**src/rtl/seg_codes_pkg.sv**
```systemverilog
// seg_codes_pkg: display code constants, code type, converter FSM states
// and a constant power-of-ten helper shared by the bin2dec_digits slice.
package seg_codes_pkg;

    typedef logic [5:0] seg_code_t;

    localparam seg_code_t SEG_BLANK = 6'h3F;
    localparam seg_code_t SEG_E     = 6'h0E;
    localparam seg_code_t SEG_R     = 6'h10;

    typedef enum logic [1:0] {
        ST_IDLE,
        ST_SHIFT,
        ST_FORMAT,
        ST_DONE
    } state_t;

    // Constant 10**n for elaboration-time limits.
    function automatic longint unsigned pow10(input int n);
        longint unsigned p;
        p = 64'd1;
        for (int i = 0; i < n; i++) p = p * 64'd10;
        return p;
    endfunction

endpackage

```
**src/rtl/dd_digit_adj.sv**
```systemverilog
// dd_digit_adj: double-dabble nibble corrector. A nibble of 5 or more gets
// +3 so that the following left shift carries correctly into the next digit.
module dd_digit_adj (
    input  logic [3:0] i_nib,
    output logic [3:0] o_nib
);

    // Add 3 when the digit would reach 10 or more after doubling.
    always_comb begin
        o_nib = i_nib;
        if (i_nib >= 4'd5) o_nib = i_nib + 4'd3;
    end

endmodule

```
**src/rtl/bin2dec_digits.sv**
```systemverilog
// bin2dec_digits: sequential binary-to-decimal converter feeding six seg7
// decoders. One bit per cycle double-dabble, then a format pass producing a
// 6-bit display code per slot (digit, blank, or the "Err" overflow pattern).
// Optional leading-zero blanking is enabled by defining BIN2DEC_LZB_EN.
module bin2dec_digits
    import seg_codes_pkg::*;
#(
    parameter int WIDTH  = 20,
    parameter int DIGITS = 6
) (
    input  logic                  clk,
    input  logic                  reset_n,
    input  logic                  start,
    input  logic [WIDTH-1:0]      value,
    output logic                  busy,
    output logic                  done,
    output logic [6*DIGITS-1:0]   digits,
    output logic                  overflow
);

    localparam int              NIB   = DIGITS + 1;
    localparam int              BCD_W = 4 * NIB;
    localparam int              CW    = $clog2(WIDTH + 1);
    localparam longint unsigned LIMIT = pow10(DIGITS);
    localparam longint unsigned MAXV  = (64'd1 << WIDTH) - 64'd1;

    // The BCD register must hold every representable input.
    generate
        if (MAXV >= pow10(DIGITS + 1)) begin : g_bad_width
            $error("bin2dec_digits: WIDTH too large for DIGITS+1 BCD nibbles");
        end
    endgenerate

    state_t                   r_state;
    logic [WIDTH-1:0]         r_shift;
    logic [BCD_W-1:0]         r_bcd;
    logic [CW-1:0]            r_cnt;
    logic                     r_ovf_pend;
    logic                     r_busy;
    logic                     r_done;
    logic                     r_ovf;
    seg_code_t [DIGITS-1:0]   r_digits;

    logic [BCD_W-1:0]         w_adj;
    seg_code_t [DIGITS-1:0]   w_stage;
    logic                     w_ovf_in;

    assign w_ovf_in = 64'(value) >= LIMIT;

    for (genvar g = 0; g < NIB; g++) begin : g_adj
        dd_digit_adj u_adj (
            .i_nib (r_bcd[4*g +: 4]),
            .o_nib (w_adj[4*g +: 4])
        );
    end

    // Map BCD nibbles to display codes; overflow replaces everything with Err.
    always_comb begin
`ifdef BIN2DEC_LZB_EN
        logic w_seen;
        w_seen = 1'b0;
`endif
        w_stage = '0;
        for (int i = DIGITS - 1; i >= 0; i--) begin
            w_stage[i] = {2'b00, r_bcd[4*i +: 4]};
`ifdef BIN2DEC_LZB_EN
            if (r_bcd[4*i +: 4] != 4'd0) w_seen = 1'b1;
            if (!w_seen && i != 0) w_stage[i] = SEG_BLANK;
`endif
        end
        if (r_ovf_pend) begin
            w_stage    = {DIGITS{SEG_BLANK}};
            w_stage[2] = SEG_E;
            w_stage[1] = SEG_R;
            w_stage[0] = SEG_R;
        end
    end

    // Control FSM with datapath registers and registered outputs.
    always_ff @(posedge clk or negedge reset_n) begin
        if (!reset_n) begin
            r_state    <= ST_IDLE;
            r_shift    <= '0;
            r_bcd      <= '0;
            r_cnt      <= '0;
            r_ovf_pend <= 1'b0;
            r_busy     <= 1'b0;
            r_done     <= 1'b0;
            r_ovf      <= 1'b0;
            r_digits   <= {DIGITS{SEG_BLANK}};
        end else begin
            r_done <= 1'b0;
            case (r_state)
                ST_IDLE: begin
                    if (start) begin
                        r_shift    <= value;
                        r_bcd      <= '0;
                        r_cnt      <= CW'(WIDTH - 1);
                        r_ovf_pend <= w_ovf_in;
                        r_busy     <= 1'b1;
                        r_state    <= ST_SHIFT;
                    end
                end
                ST_SHIFT: begin
                    r_bcd   <= {w_adj[BCD_W-2:0], r_shift[WIDTH-1]};
                    r_shift <= {r_shift[WIDTH-2:0], 1'b0};
                    // A bit leaving the top nibble can only mean the value
                    // did not fit; treat it as overflow rather than drop it.
                    r_ovf_pend <= r_ovf_pend | w_adj[BCD_W-1];
                    if (r_cnt == '0) r_state <= ST_FORMAT;
                    else             r_cnt   <= r_cnt - 1'b1;
                end
                ST_FORMAT: begin
                    r_digits <= w_stage;
                    r_ovf    <= r_ovf_pend;
                    r_done   <= 1'b1;
                    r_state  <= ST_DONE;
                end
                ST_DONE: begin
                    r_busy  <= 1'b0;
                    r_state <= ST_IDLE;
                end
                default: r_state <= ST_IDLE;
            endcase
        end
    end

    assign busy     = r_busy;
    assign done     = r_done;
    assign digits   = r_digits;
    assign overflow = r_ovf;

endmodule

```
**config.mk**
```make
export PLATFORM = sky130hd
export DESIGN_NAME = bin2dec_digits
export DESIGN_NICKNAME = d
export VERILOG_FILES = /design/src/rtl/seg_codes_pkg.sv /design/src/rtl/dd_digit_adj.sv /design/src/rtl/bin2dec_digits.sv
export SDC_FILE = /design/constraint.sdc
export NUM_CORES = 1
export LEC_CHECK = 0
export ABC_AREA = 1
export BUFFER_PORTS_ARGS = -buffer_cell sky130_fd_sc_hd__buf_2
export CORE_MARGIN = 8
export CORE_UTILIZATION = 57
export CTS_BUF_LIST = sky130_fd_sc_hd__clkbuf_16
export DETAILED_ROUTE_END_ITERATION = 16
export GPL_TIMING_DRIVEN = 0
export PLACE_DENSITY = 0.8
export SYNTH_ARGS = -nofsm -noshare
export SYNTH_HDL_FRONTEND = slang
export SYNTH_SLANG_ARGS = --single-unit
```
**constraint.sdc**
```tcl
create_clock -name clk -period 1.5 [get_ports clk]
set_input_delay 0.3 -clock clk [delete_from_list [all_inputs] [get_ports clk]]
set_output_delay 0.3 -clock clk [all_outputs]
set_load 0.02 [all_outputs]
```
==> flow_metrics.py, run 1 <==
metrics = {
    "clocking": {
        "htreeDepth": 3,
        "clock_sinks": 85,
        "clock-root-buffer": "clkbuf_16",
        "cts.clk_slew.worst_paths_ns": 0.06,
        "cts_buffer_depth": 2,
        "clk_latency_ns": 0.33,
        "cts_buffers": 9,
        "cts_tree": "yes",
    },
    "pwr": {
        "combinationalPowerShare": 0.455,
        "internal_power_mw": 6.85,
        "seq_power_share": 0.324,
        "clockPowerShare": 0.221,
        "switching_share": 0.384,
        "ir_worst_vdd_v": 0.00102,
        "cellLeakagePower_nw": 2.57,
        "powerDensity_nw_per_um2": 2020,
        "switchingPower_mw": 4.27,
    },
    "timing": {
        "setup_ws_ns": -0.0253,
        "finalSetupViolations": 6,
        "relSlewSlack": 0.692,
        "skew_ns": 0.00823,
        "clock.fmax_mhz": 656,
        "whs_ns": 0.203,
        "fin_crit_ns": 1.53,
        "hold_violations": 0,
        "rsz0062_at_grt": "true",
        "tightest_slew_ns": 0.462,
        "slew_viol_final": 0,
        "finalCritPeriodShare": 1.02,
    },
    "yosys": {
        "synth_edf_count": 0,
        "synth-simple-area-share": 0.157,
        "syn_nets": 524,
        "syn_inst": 482,
        "synth_xor_area_frac": 0.0125,
        "synth_top_area_cell": "dfrtp_1",
        "yosys.area.top_type_share": 0.352,
        "synth_top_family_by_area": "compound AO/OA/AOI/OAI gates",
        "synth_compound_area_frac": 0.162,
        "synth_seq_cells": 85,
        "syn_area_sq_um": 4190,
        "synthAdderAreaFrac": 0.0567,
        "yosysSeqAreaShare": 0.515,
        "synth.distinct_cells": 25,
        "yosysMostFrequentCell": "nand2_1",
        "synth_mux_area_frac": 0,
        "synthFlopType": "dfrtp_1",
        "synth_top_cells_by_area": "dfrtp_1 35%, dfstp_2 16%, nand2_1 8.5%, ha_1 5.7%, inv_1 5.6%",
        "postSynth.asyncResetShare": 1.00,
        "avgSynthCellArea_sq_um": 8.70,
        "synth_warnings": 0,
        "synth_common_cells": "95 x nand2_1, 63 x inv_1, 59 x dfrtp_1",
    },
    "worst_setup_path": {
        "start_kind": "register",
        "crit_type": "reg2out",
        "arrival_ns": 1.23,
        "cp_data_required_time_ns": 1.20,
        "worstPathMaxFanout": 3,
        "worstSetupEndpointType": "output port",
    },
    "die": {
        "initial_utilization": 0.584,
        "die_h_um": 102,
        "die_w_um": 102,
        "core_sq_um": 7180,
        "io_pins": 62,
        "num_rows": 31,
        "dieArea_sq_um": 10400,
    },
    "global_routing": {
        "grt_max_degree": 52,
        "grt_usage": 0.208,
        "grt_pass1_vias": 3679,
        "grt_first_pass_wirelength_um": 17000,
        "grt_overflow": 0,
        "antenna_found_initial": 0,
    },
    "route": {
        "antenna_left": 0,
        "viasPerCell": 5.46,
        "vias": 3742,
        "drt_iter0_markers": 192,
        "routed_wl_um": 11100,
        "wl_per_cell_um": 16.1,
        "drc": 0,
        "drt-pass1-iter-count": 5,
    },
    "layout": {
        "final_nets": 623,
        "final_layout_size_suffix_gt1_frac": 0.331,
        "finalInstanceArea_sq_um": 5510,
        "antennaDiodeCount": 0,
        "syn_to_final_growth_pct": 31.3,
    },
    "place": {
        "gp_congestion": 0.813,
        "placed_cell_area_sq_um": 4650,
        "io_buffers": 61,
        "dpl.hpwl_um": 6870,
    },
    "min_path": {
        "hold_class": "in2reg",
    },
    "status": {
        "violations": "negative setup slack",
        "status": "finished, violations left",
    },
    "run": {
        "max_cap_violations": 0,
    },
}
## final cells by class
class / instances / area, sq um
inverter: 65 / 258
buffer: 24 / 245
tap: 99 / 124
sequential: 85 / 2160
timing repair buffer: 88 / 599
multi-input combinational: 307 / 1780
timing repair inverter: 1 / 7.51
fill: 462 / 1670
clock buffer: 9 / 225
clock inverter: 7 / 106
## cell families (layout without fill, tap and decap cells)
kind of cell | Yosys count | count (layout)
buffers and inverters | 90 | 194
DFF | 85 | 85
xor gates and xnor gates | 6 | 6
and+or+nand+nor | 163 | 163
AOI/OAI and AO/OA | 119 | 119
adders and majority gates | 19 | 19
## worst max-delay path, stage by stage, from the launching register on
cell and delay (ns):
dfstp_2 0.56, buf_4 0.13, buf_4 0.10, buf_6 0.11
## cells in the final DEF (no fill, tap or decap), drive strengths merged, types with 2 or more instances in the layout
master / n
dfstp: 26
nand2: 97
o21ai: 59
nand3: 18
clkinvlp: 2
nor2: 46
a31oi: 2
o211ai: 15
a21oi: 22
a22oi: 7
xor2: 6
inv: 66
clkinv: 2
o22ai: 13
bufinv: 3
buf: 108
ha: 19
dfrtp: 59
clkbuf: 12
## power groups by stage
stage / combinational [mW] / sequential, mW / clock (mW)
2_1_floorplan: 2.31 / 3.89 / 0
3_3_place_gp: 3.63 / 3.55 / 0
3_5_place_dp: 3.78 / 3.59 / 0
4_1_cts: 4.34 / 3.55 / 2.47
5_1_grt: 5.51 / 3.67 / 2.57
6_report: 5.06 / 3.60 / 2.46
## sequential cells by signal, summed over array words and instances (netlist names)
register,count
r_bcd,28
digits,26
r_shift,20
r_cnt,5
r_state,2
busy,1
done,1
overflow,1
r_ovf_pend,1
## through the flow
step | std cells | setup WS [ns] | total power [mW] | util | setup TNS (ns)
2_1_floorplan | 482 | 0.101 | 6.20 | - | 0
3_3_place_gp | 642 | -0.520 | 7.18 | 0.644 | -37.01
3_5_place_dp | 643 | -0.237 | 7.37 | 0.648 | -6.87
4_1_cts | 672 | -0.0400 | 10.4 | 0.723 | -0.388
5_1_grt | 685 | -0.0990 | 11.7 | 0.768 | -2.19
6_report | 685 | -0.0253 | 11.1 | 0.768 | -0.0722
## worst paths after layout
path / start / to / slack [ns] / cells past startpoint
setup / recovery: digits[4]$_DFFE_PN1P_ / digits[10] / -0.03 / 3
hold / removal: value[6] / r_shift[6]$_DFFE_PN0P_ / 0.20 / 3
setup reg to reg: r_state[1]$_DFFE_PN0P_ / r_bcd[16]$_DFFE_PN0P_ / -0.01 / 7
hold reg to reg: digits[2]$_DFFE_PN1P_ / digits[2]$_DFFE_PN1P_ / 0.47 / 2
max in group asynchronous: reset_n / digits[2]$_DFFE_PN1P_ / 0.39 / 3
min in group asynchronous: reset_n / r_bcd[15]$_DFFE_PN0P_ / 0.47 / 2
## routing by layer
layer,vias to the layer above,track usage,share of wire
met4,0,0.0962,0.020
met3,23,0.0364,0.058
met5,-,0,0
met2,117,0.356,0.52
li1,1763,-,-
met1,1839,0.247,0.40
## timing repair
action | 4_1_cts | 5_1_grt
hold endpoints to repair | 17 | 0
pin swaps | 3 | 13
hold buffers | 1 | 0
endpoints found under the setup margin | 75 | 81
resized for setup | 36 | 68
gates cloned | 1 | 3
buffers inserted | 11 | 11
(Power assumes the default switching activity.)
==> inputs of run 2 (changes only) <==
--- a/config.mk
+++ b/config.mk
@@ -7,6 +7,7 @@
 export LEC_CHECK = 0
 export ABC_AREA = 1
 export BUFFER_PORTS_ARGS = -buffer_cell sky130_fd_sc_hd__buf_2
+export CORE_ASPECT_RATIO = 1.1
 export CORE_MARGIN = 8
 export CORE_UTILIZATION = 57
 export CTS_BUF_LIST = sky130_fd_sc_hd__clkbuf_16
==> run 2 against run 1 <==
The run now ends clean. Critical path type is now reg2reg. Via count is 2.6% lower. First-iteration DRC count is 38% higher. Global-route usage is 1.6 points lower. Design area is 4.0% lower. Die area hardly changed. Setup slack better by 0.039 ns. Count of clock-buffer cells in the layout stayed put. Largest power group unchanged. Clock power is 7% lower. Clock skew is 0.0043 ns lower. Maximum frequency is 2.6% higher. Wire length is 9.1% lower. Core utilization is 4.4 points lower. Critical endpoint is now r_cnt[2]$_DFFE_PN0P_.
==> flow_metrics.py, run 2 (synthesized netlist as in run 1, its figures left out) <==
metrics = {
    "die": {
        "io_pins": 62,
        "die_h_um": 106,
        "num_rows": 33,
        "dieArea_sq_um": 10400,
        "core_sq_um": 7310,
        "initial_utilization": 0.574,
        "die_w_um": 97.8,
    },
    "global_routing": {
        "antenna_found_initial": 0,
        "grt_overflow": 0,
        "grt_pass1_vias": 3568,
        "grt_usage": 0.192,
        "grt_first_pass_wirelength_um": 16400,
        "grt_max_degree": 46,
    },
    "layout": {
        "antennaDiodeCount": 0,
        "regMostFlops": "r_bcd",
        "final_cell_count_no_fill": 662,
        "layout_commonest_cell": "nand2_1",
        "mostFrequentLayoutCells": "92 x nand2_1, 58 x dfrtp_1, 54 x inv_1, 54 x buf_2",
        "final_nets": 612,
        "largest_reg_flops": 28,
        "syn_to_final_growth_pct": 26.0,
        "final_layout_size_suffix_gt1_frac": 0.320,
    },
    "worst_setup_path": {
        "crit_family": "simple AND/OR/NAND/NOR gates",
        "crit_type": "reg2reg",
        "worstSetupEndpointType": "register",
        "path_cells": "inv_1, ha_2, nand3_2, nor2_2, nand2_1, nand2_4, nand2_1, o21ai_1",
        "worstPathMaxFanout": 6,
        "cpMaxStageDelayCell": "dfrtp_1",
        "cp_data_required_time_ns": 1.75,
        "path_common_cell": "nand2_1",
        "worst_path_largest_cell_delay_ns": 0.37,
        "r2r-start": "r_cnt[1]$_DFFE_PN0P_",
        "crit_path_start": "r_cnt[1]$_DFFE_PN0P_",
        "arrival_ns": 1.74,
        "start_kind": "register",
        "path_buf_inv": 1,
    },
    "timing": {
        "rsz0062_at_grt": "true",
        "fin_crit_ns": 1.49,
        "relSlewSlack": 0.646,
        "skew_ns": 0.00393,
        "slew_viol_final": 0,
        "tightest_slew_ns": 0.531,
        "finalCritPeriodShare": 0.991,
        "hold_violations": 0,
        "whs_ns": 0.191,
        "finalSetupViolations": 0,
        "setup_ws_ns": 0.0140,
        "setup_tns_ns": 0,
        "clock.fmax_mhz": 673,
    },
    "route": {
        "antenna_left": 0,
        "drt_iter0_markers": 265,
        "wl_per_cell_um": 15.2,
        "viasPerCell": 5.51,
        "vias": 3645,
        "drc": 0,
        "routed_wl_um": 10000,
        "drt-pass1-iter-count": 5,
    },
    "pwr": {
        "power_mw": 10.4,
        "powerDensity_nw_per_um2": 1960,
        "ir_worst_vdd_v": 0.00115,
        "cellLeakagePower_nw": 2.49,
    },
    "place": {
        "dpl_worst_slack_ns": -0.188,
        "gp_congestion": 0.827,
        "dpl.hpwl_um": 6730,
        "io_buffers": 61,
        "dp.cells": 631,
    },
    "run": {
        "max_cap_violations": 0,
    },
    "clocking": {
        "clock-root-buffer": "clkbuf_16",
        "cts.clk_slew.worst_paths_ns": 0.06,
        "cts_buffer_depth": 2,
        "htreeDepth": 3,
        "clock_sinks": 85,
        "cts_tree": "yes",
        "clk_latency_ns": 0.33,
        "cts_buffers": 9,
    },
    "min_path": {
        "hold_class": "in2reg",
        "hold_start": "value[0]",
    },
    "status": {
        "status": "finished clean",
    },
}
[run 2: cell types whose count changed in the layout (fill, tap and decap cells not counted), sizes merged]
cell / change
clkinv: +2
buf: -8
clkbuf: -2
bufinv: -1
clkinvlp: -2
[run 2: layout make-up]
| cell class | count | area [sq um] |
|---|---|---|
| flip-flops and latches | 85 | 2160 |
| fillers | 517 | 2020 |
| multi-input cells | 307 | 1760 |
| repair buffers | 78 | 479 |
| inverters | 65 | 249 |
| clock buffers | 9 | 225 |
| plain buffers | 24 | 219 |
| well taps | 87 | 109 |
| clock inverters | 7 | 81.3 |
[run 2: where the power goes]
part	internal, mW	switching (mW)
sequential	3.17	0.397
clock	1.43	0.854
combinational	1.76	2.76
total	6.37	4.01
[run 2: worst min-delay path: cells and delay by family]
kind            cells  cell delay (ns)
buf+inv             1             0.08
simple gates        1             0.05
compound gates      1             0.06
[run 2: layer usage]
metal | wire [um] | vias up | share of wire | track usage
met5 | 0 | - | 0 | 0
met4 | 197 | 0 | 0.020 | 0.0702
met3 | 542 | 16 | 0.054 | 0.0405
met2 | 5170 | 113 | 0.51 | 0.344
met1 | 4140 | 1773 | 0.41 | 0.221
li1 | - | 1743 | - | -
[run 2: final timing paths]
check / endpoint / slack (ns) / cells after the start
setup / recovery: r_cnt[2]$_DFFE_PN0P_ / 0.01 / 8
hold / removal: r_shift[0]$_DFFE_PN0P_ / 0.19 / 3
setup reg to reg: r_cnt[2]$_DFFE_PN0P_ / 0.01 / 8
hold reg to reg: digits[3]$_DFFE_PN1P_ / 0.47 / 2
max in group asynchronous: digits[3]$_DFFE_PN1P_ / 0.35 / 3
min in group asynchronous: r_bcd[15]$_DFFE_PN0P_ / 0.50 / 2
[run 2: per-stage QoR]
step            util  area, sq um
5_1_grt        0.723         5290
3_5_place_dp   0.635         4640
2_1_floorplan      -         4190
6_report       0.723         5290
3_3_place_gp   0.631         4610
4_1_cts        0.698         5100
[run 2: repair_timing]
item                                    in CTS  in global routing
pin swaps                                    2                  2
endpoints found under the hold margin       23                  0
resized for setup                           28                 51
buffers inserted                             9                  6
endpoints found under the setup margin      74                 68
hold buffers                                 1                  0
